## src/rtl/hack_kbd_pkg.sv

```systemverilog
// Shared types and constants for the PS/2-to-Hack keyboard receiver.
// Optional shift support is selected in the other files by PS2_KEYBOARD_SHIFT_EN.
package hack_kbd_pkg;

  typedef enum logic [1:0] {
    IDLE   = 2'd0,
    DATA   = 2'd1,
    PARITY = 2'd2,
    STOP   = 2'd3
  } ps2State_t;

  localparam logic [15:0] KEY_SPACE     = 16'd32;
  localparam logic [15:0] KEY_DIGIT0    = 16'd48;
  localparam logic [15:0] KEY_UPPER_A   = 16'd65;
  localparam logic [15:0] KEY_LOWER_A   = 16'd97;
  localparam logic [15:0] KEY_NEWLINE   = 16'd128;
  localparam logic [15:0] KEY_BACKSPACE = 16'd129;
  localparam logic [15:0] KEY_LEFT      = 16'd130;
  localparam logic [15:0] KEY_UP        = 16'd131;
  localparam logic [15:0] KEY_RIGHT     = 16'd132;
  localparam logic [15:0] KEY_DOWN      = 16'd133;
  localparam logic [15:0] KEY_ESC       = 16'd140;

  localparam logic [7:0] PREFIX_EXT = 8'hE0;
  localparam logic [7:0] PREFIX_BRK = 8'hF0;
  localparam logic [7:0] SC_LSHIFT  = 8'h12;
  localparam logic [7:0] SC_RSHIFT  = 8'h59;

  // PS/2 uses odd parity: data plus parity bit must hold an odd number of ones.
  function automatic logic oddParityOk(input logic [7:0] data, input logic par);
    return ^{data, par};
  endfunction

endpackage

```

## src/rtl/ps2_scancode_map.sv

```systemverilog
// Combinational set-2 scan code to Hack key code lookup, indexed by {ext, scanCode}.
// With PS2_KEYBOARD_SHIFT_EN defined, letters are lower case unless shift is held.
module ps2_scancode_map
  import hack_kbd_pkg::*;
(
  input  logic        ext,
  input  logic [7:0]  scanCode,
`ifdef PS2_KEYBOARD_SHIFT_EN
  input  logic        shift,
`endif
  output logic [15:0] code,
  output logic        hit
);

  logic [5:0]  letter;
  logic [16:0] other;
  logic [15:0] letterBase;

  // Letter table: {valid, offset from 'A'}
  always_comb begin
    letter = 6'd0;
    case ({ext, scanCode})
      9'h01C: letter = {1'b1, 5'd0};
      9'h032: letter = {1'b1, 5'd1};
      9'h021: letter = {1'b1, 5'd2};
      9'h023: letter = {1'b1, 5'd3};
      9'h024: letter = {1'b1, 5'd4};
      9'h02B: letter = {1'b1, 5'd5};
      9'h034: letter = {1'b1, 5'd6};
      9'h033: letter = {1'b1, 5'd7};
      9'h043: letter = {1'b1, 5'd8};
      9'h03B: letter = {1'b1, 5'd9};
      9'h042: letter = {1'b1, 5'd10};
      9'h04B: letter = {1'b1, 5'd11};
      9'h03A: letter = {1'b1, 5'd12};
      9'h031: letter = {1'b1, 5'd13};
      9'h044: letter = {1'b1, 5'd14};
      9'h04D: letter = {1'b1, 5'd15};
      9'h015: letter = {1'b1, 5'd16};
      9'h02D: letter = {1'b1, 5'd17};
      9'h01B: letter = {1'b1, 5'd18};
      9'h02C: letter = {1'b1, 5'd19};
      9'h03C: letter = {1'b1, 5'd20};
      9'h02A: letter = {1'b1, 5'd21};
      9'h01D: letter = {1'b1, 5'd22};
      9'h022: letter = {1'b1, 5'd23};
      9'h035: letter = {1'b1, 5'd24};
      9'h01A: letter = {1'b1, 5'd25};
      default: letter = 6'd0;
    endcase
  end

  // Non-letter table: {valid, code}
  always_comb begin
    other = 17'd0;
    case ({ext, scanCode})
      9'h045: other = {1'b1, KEY_DIGIT0 + 16'd0};
      9'h016: other = {1'b1, KEY_DIGIT0 + 16'd1};
      9'h01E: other = {1'b1, KEY_DIGIT0 + 16'd2};
      9'h026: other = {1'b1, KEY_DIGIT0 + 16'd3};
      9'h025: other = {1'b1, KEY_DIGIT0 + 16'd4};
      9'h02E: other = {1'b1, KEY_DIGIT0 + 16'd5};
      9'h036: other = {1'b1, KEY_DIGIT0 + 16'd6};
      9'h03D: other = {1'b1, KEY_DIGIT0 + 16'd7};
      9'h03E: other = {1'b1, KEY_DIGIT0 + 16'd8};
      9'h046: other = {1'b1, KEY_DIGIT0 + 16'd9};
      9'h029: other = {1'b1, KEY_SPACE};
      9'h05A: other = {1'b1, KEY_NEWLINE};
      9'h066: other = {1'b1, KEY_BACKSPACE};
      9'h076: other = {1'b1, KEY_ESC};
      9'h16B: other = {1'b1, KEY_LEFT};
      9'h175: other = {1'b1, KEY_UP};
      9'h174: other = {1'b1, KEY_RIGHT};
      9'h172: other = {1'b1, KEY_DOWN};
      default: other = 17'd0;
    endcase
  end

  // Merge the two tables into the final code
  always_comb begin
`ifdef PS2_KEYBOARD_SHIFT_EN
    letterBase = shift ? KEY_UPPER_A : KEY_LOWER_A;
`else
    letterBase = KEY_UPPER_A;
`endif
    if (letter[5]) begin
      hit  = 1'b1;
      code = letterBase + {11'd0, letter[4:0]};
    end else begin
      hit  = other[16];
      code = other[15:0];
    end
  end

endmodule

```

## src/rtl/ps2_keyboard.sv

```systemverilog
// PS/2 keyboard receiver producing the Hack keyboard register value.
// Define PS2_KEYBOARD_SHIFT_EN to track shift keys and emit lower-case letters.
module ps2_keyboard
  import hack_kbd_pkg::*;
#(
  parameter int FILTER_LEN = 4,
  parameter int TIMEOUT    = 20000
) (
  input  logic        clock,
  input  logic        reset,
  input  logic        ps2_clk,
  input  logic        ps2_data,
  output logic [15:0] key,
  output logic        new_key,
  output logic        frame_err
);

  logic [1:0]  clkSync;
  logic [1:0]  dataSync;
  logic        filtClk;
  logic [3:0]  filtCnt;
  logic        filtEdge;
  logic        fallEdge;
  logic        dataBit;
  ps2State_t   state;
  ps2State_t   stateNext;
  logic [2:0]  bitCnt;
  logic [7:0]  shiftReg;
  logic        parBit;
  logic [31:0] toCnt;
  logic        timeoutHit;
  logic        byteDone;
  logic        frameBad;
  logic        extFlag;
  logic        brkFlag;
  logic [15:0] mapCode;
  logic        mapHit;
`ifdef PS2_KEYBOARD_SHIFT_EN
  logic        shiftL;
  logic        shiftR;
`endif

  // Two-flop synchronizers, idle-high
  always_ff @(posedge clock or posedge reset) begin
    if (reset) begin
      clkSync  <= 2'b11;
      dataSync <= 2'b11;
    end else begin
      clkSync  <= {clkSync[0], ps2_clk};
      dataSync <= {dataSync[0], ps2_data};
    end
  end

  // Glitch filter: level follows only after FILTER_LEN consecutive differing samples
  assign filtEdge = (clkSync[1] != filtClk) && (filtCnt == 4'(FILTER_LEN - 1));
  assign fallEdge = filtEdge && filtClk;
  assign dataBit  = dataSync[1];

  always_ff @(posedge clock or posedge reset) begin
    if (reset) begin
      filtClk <= 1'b1;
      filtCnt <= 4'd0;
    end else if (clkSync[1] == filtClk) begin
      filtCnt <= 4'd0;
    end else if (filtEdge) begin
      filtClk <= clkSync[1];
      filtCnt <= 4'd0;
    end else begin
      filtCnt <= filtCnt + 4'd1;
    end
  end

  // Inter-edge watchdog, only armed inside a frame
  assign timeoutHit = (state != IDLE) && !filtEdge && (toCnt == 32'(TIMEOUT - 1));

  always_ff @(posedge clock or posedge reset) begin
    if (reset) begin
      toCnt <= 32'd0;
    end else if ((state == IDLE) || filtEdge) begin
      toCnt <= 32'd0;
    end else begin
      toCnt <= toCnt + 32'd1;
    end
  end

  // Frame FSM state register
  always_ff @(posedge clock or posedge reset) begin
    if (reset) begin
      state <= IDLE;
    end else begin
      state <= stateNext;
    end
  end

  // Frame FSM next-state logic
  always_comb begin
    stateNext = state;
    if (timeoutHit) begin
      stateNext = IDLE;
    end else if (fallEdge) begin
      case (state)
        IDLE:    stateNext = dataBit ? IDLE : DATA;
        DATA:    stateNext = (bitCnt == 3'd7) ? PARITY : DATA;
        PARITY:  stateNext = STOP;
        STOP:    stateNext = IDLE;
        default: stateNext = IDLE;
      endcase
    end else begin
      stateNext = state;
    end
  end

  // Frame FSM outputs: accepted byte or discarded frame
  always_comb begin
    byteDone = 1'b0;
    frameBad = timeoutHit;
    if ((state == STOP) && fallEdge) begin
      if (dataBit && oddParityOk(shiftReg, parBit)) begin
        byteDone = 1'b1;
      end else begin
        frameBad = 1'b1;
      end
    end else begin
      byteDone = 1'b0;
    end
  end

  // Serial datapath: LSB-first shift and parity capture
  always_ff @(posedge clock or posedge reset) begin
    if (reset) begin
      bitCnt   <= 3'd0;
      shiftReg <= 8'd0;
      parBit   <= 1'b0;
    end else if (state == IDLE) begin
      bitCnt <= 3'd0;
    end else if (fallEdge) begin
      case (state)
        DATA: begin
          shiftReg <= {dataBit, shiftReg[7:1]};
          bitCnt   <= bitCnt + 3'd1;
        end
        PARITY:  parBit <= dataBit;
        default: bitCnt <= bitCnt;
      endcase
    end else begin
      bitCnt <= bitCnt;
    end
  end

  ps2_scancode_map uMap (
    .ext      (extFlag),
    .scanCode (shiftReg),
`ifdef PS2_KEYBOARD_SHIFT_EN
    .shift    (shiftL | shiftR),
`endif
    .code     (mapCode),
    .hit      (mapHit)
  );

  // Key register, prefix flags and strobes
  always_ff @(posedge clock or posedge reset) begin
    if (reset) begin
      key       <= 16'd0;
      new_key   <= 1'b0;
      frame_err <= 1'b0;
      extFlag   <= 1'b0;
      brkFlag   <= 1'b0;
`ifdef PS2_KEYBOARD_SHIFT_EN
      shiftL    <= 1'b0;
      shiftR    <= 1'b0;
`endif
    end else begin
      new_key   <= 1'b0;
      frame_err <= frameBad;
      if (byteDone) begin
        if (shiftReg == PREFIX_EXT) begin
          extFlag <= 1'b1;
        end else if (shiftReg == PREFIX_BRK) begin
          brkFlag <= 1'b1;
        end else begin
          extFlag <= 1'b0;
          brkFlag <= 1'b0;
          // Shift codes only update modifier state, never the key register
`ifdef PS2_KEYBOARD_SHIFT_EN
          if (shiftReg == SC_LSHIFT) begin
            shiftL <= ~brkFlag;
          end else if (shiftReg == SC_RSHIFT) begin
            shiftR <= ~brkFlag;
          end else
`endif
          if (mapHit) begin
            if (brkFlag) begin
              if (mapCode == key) key <= 16'd0;
            end else begin
              key     <= mapCode;
              new_key <= (mapCode != key);
            end
          end
        end
      end
    end
  end

endmodule

```

## config.mk

```make
export PLATFORM = sky130hd
export DESIGN_NAME = ps2_keyboard
export DESIGN_NICKNAME = d
export VERILOG_FILES = /design/src/rtl/hack_kbd_pkg.sv /design/src/rtl/ps2_scancode_map.sv /design/src/rtl/ps2_keyboard.sv
export SDC_FILE = /design/constraint.sdc
export NUM_CORES = 1
export LEC_CHECK = 0
export CAP_MARGIN = 20
export CORE_MARGIN = 1.5
export CORE_UTILIZATION = 43
export CTS_CLUSTER_DIAMETER = 30
export DETAILED_ROUTE_END_ITERATION = 10
export HOLD_SLACK_MARGIN = 0.15
export SLEW_MARGIN = 25
export SYNTH_ARGS = -nofsm -noshare
export SYNTH_HDL_FRONTEND = slang
export SYNTH_SLANG_ARGS = --single-unit
```

## constraint.sdc

```tcl
create_clock -name clock -period 3 [get_ports clock]
set_input_delay 0.9 -clock clock [delete_from_list [all_inputs] [get_ports clock]]
set_output_delay 0.9 -clock clock [all_outputs]
set_load 0.05 [all_outputs]
```

==> impl_metrics.yaml <==
die:
  pin_count: 22
  rows: 37
  die-area_um2: 11400
  die_y_um: 107
  initial_core_util_pct: 44.5
  core_um2: 10400
  die_w_um: 107
setup_path:
  critical_path_class: "register to register"
  path_cells: "buf_6 > or2_2 > mux2i_2 > a2111oi_4 > a2111oi_4 > ha_2 > xnor3_1 > nand4b_1 > a211oi_2 > nand4_2 > nor2_4 > o21ai_2"
  max_stage_delay_ns: 0.42
  reg2reg_depth: 12
  path_max_fanout: 7
  cp_slowest_cell: "dfrtp_1"
  timing.critical_path.mode_cell: "a2111oi_4"
  crit_required_ns: 3.23
  arrival_ns: 3.24
  startpoint_type: "register"
  crit_path_end_kind: "register"
yosys:
  yosysMostFrequentCell: "dfrtp_1"
  netlist_instances: 507
  avgSynthCellArea_um2: 9.15
  async_flop_share_pct: 100
  ys_ff_latch: 67
  synth_edf_count: 0
  synth.distinct_cells: 82
  yosysSeqAreaShare_pct: 36.3
  yosysTopAreaCellShare_pct: 33.4
  synth_area_um2: 4640
  yosys_most_used_dff: "dfrtp_1"
  synth_area_leaders: "dfrtp_1, xor2_1, nor2_1, xnor2_1, dfstp_2"
  ys.warnings.count: 0
  yosysTopAreaCell: "dfrtp_1"
  synth_commonest_cells: "dfrtp_1, nor2_1, nand2_1"
cts:
  numCtsBuffers: 9
  clk_path_buf_depth: 2
  cts_tree: "done"
  hold_buffers: 0
  htree_levels: 3
  clock_latency_ns: 0.34
  clock_sinks: 67
  root_buffer: "clkbuf_8"
  cts.reportedPaths.clkPinSlew_ns: 0.08
timing:
  layout_setup_ws_ns: -0.0121
  setup_violations: 7
  drv_slew: 0
  whs_ns: 0.357
  finalHoldViolCount: 0
  maxSlewHeadroom_pct: 57.7
  min_period_ns: 3.01
  fin_skew_ns: 0.0158
  rsz0062_at_grt: "yes"
  fmax_ghz: 0.332
  timing.final.crit_share_pct: 100
  worstMarginPinSlew_ns: 0.629
global_routing:
  antenna_found_initial: 0
  grt_usage_pct: 20.3
  grt_pass1_wl_um: 18700
  grt_pass1_vias: 3879
  grt_start_max_net_pins: 68
  grt_overflow: 0
final_layout:
  final_area_um2: 5500
  nets: 572
  syn2layout_area_growth_pct: 18.6
  diodes: 0
  drive_gt1_share_pct: 22.4
hold_path:
  min_path_type: "register to register"
  hold-path-cell-count: 0
power_and_ir_drop:
  p_leak_uw: 0.00224
  power_density_nw_per_um2: 367
  ir_worst_vdd_mv: 0.320
placed_design:
  place_ws_ns: -0.110
  io_buffers: 13
  gp_congestion: 0.899
  placed_area_um2: 5220
  dp_hpwl_um: 7710
detailed_routing:
  wl_per_cell_um: 15.3
  via_per_inst: 5.46
  totalWireLength_um: 10800
  dr_total_vias: 3839
  drc: 0
  drtAntennaViolNets: 0
  drt_iter0_markers: 228
  drtPass1Iterations: 4
outcome:
  violations: "setup timing"
  status: "complete, but fails checks"
run:
  drv_cap: 0
sequential cells by signal (all words and copies together) (netlist names):
name / count
bitCnt: 3
extFlag: 1
clkSync: 2
brkFlag: 1
new_key: 1
key: 8
filtCnt: 4
toCnt: 32
frame_err: 1
dataSync: 2
shiftReg: 8
parBit: 1
state: 2
filtClk: 1
final timing paths:
path                        startpoint    endpoint  slack, ns
max in group asynchronous        reset  clkSync[1]       1.73
setup / recovery           shiftReg[2]      key[1]      -0.01
hold / removal              clkSync[0]  clkSync[1]       0.36
min in group asynchronous        reset  filtCnt[0]       0.97
setup reg to reg           shiftReg[2]      key[1]      -0.01
hold reg to reg             clkSync[0]  clkSync[1]       0.36
kinds of logic after synthesis:
group                      synth area share (%)
AOI/OAI and AO/OA                          15.3
xor gates and xnor gates                   9.55
adders and majority gates                  1.62
buffers and inverters                      6.72
DFF                                        36.3
muxes                                      3.34
other                                    0.0808
and+or+nand+nor                            27.2
layout by cell type (no fill, tap or decap), types with 4 or more instances in the layout:
cell type        netlist  layout
o21ai_1                6       5
nor3b_1                5       5
o21ai_2                6       7
nand2b_1              11      11
a21oi_1               21      21
inv_1                 12      10
nor4_1                 6       6
and3b_1                5       5
ha_1                   6       4
conb_1                 1       8
nand4_1               12      12
o21ai_0               12      12
clkdlybuf4s50_1        0      13
nand2_1               32      32
nand4b_1               4       4
xnor2_1               23      23
nor2b_1               13      13
dfstp_2                5       5
o211ai_1               5       5
dfrtp_1               62      61
nor2_1                56      56
xor2_1                25      25
and3_1                10      10
nand3_1               26      26
buf_4                 10      62
clkbuf_8               0      11
mux2_2                 6       6
nor3_1                 9       8
nand3b_1               5       5
through the flow:
stage	setup TNS [ns]	cells	util, %	power (uW)
after global routing	-1.26	703	52.8	2130
after detailed placement	-0.819	683	50.1	1260
after floorplan	0	514	-	1190
after global placement	-0.236	683	50.1	1250
after CTS	0	703	52.8	2050
final	-0.0365	703	52.8	2020
power by group:
| group | internal [uW] | switching, uW | total [uW] |
|---|---|---|---|
| clock network | 431 | 347 | 778 |
| logic | 92.6 | 166 | 258 |
| registers | 945 | 38.9 | 984 |
timing repair:
action / 4_1_cts / 5_1_grt
setup endpoints to repair: 9 / 9
pin swaps: 16 / 7
buffers inserted: 4 / 0
resized for setup: 8 / 2
layout make-up:
class | count | area [um2]
fillers | 1010 | 4910
inverters | 12 | 45.0
clock inverters | 5 | 58.8
multi-input cells | 394 | 2750
well taps | 136 | 170
clock buffers | 11 | 151
flip-flops and latches | 67 | 1680
repair buffers | 78 | 647
critical path, delay by kind of cell (launching register included):
kind | cells | cell delay (ns)
flops | 1 | 0.42
simple gates | 4 | 0.90
xor+xnor | 1 | 0.15
compound gates | 4 | 0.85
fa+ha+maj | 1 | 0.26
mux | 1 | 0.21
buf+inv | 1 | 0.14
routing by layer:
| layer | GRT usage [%] | wire length [um] | up-vias |
|---|---|---|---|
| li1 | - | - | 1908 |
| met1 | 27.0 | 5090 | 1856 |
| met2 | 33.6 | 5250 | 65 |
| met3 | 3.47 | 297 | 10 |
| met4 | 6.76 | 113 | 0 |
| met5 | 0 | 0 | - |
(Power assumes the default switching activity.)
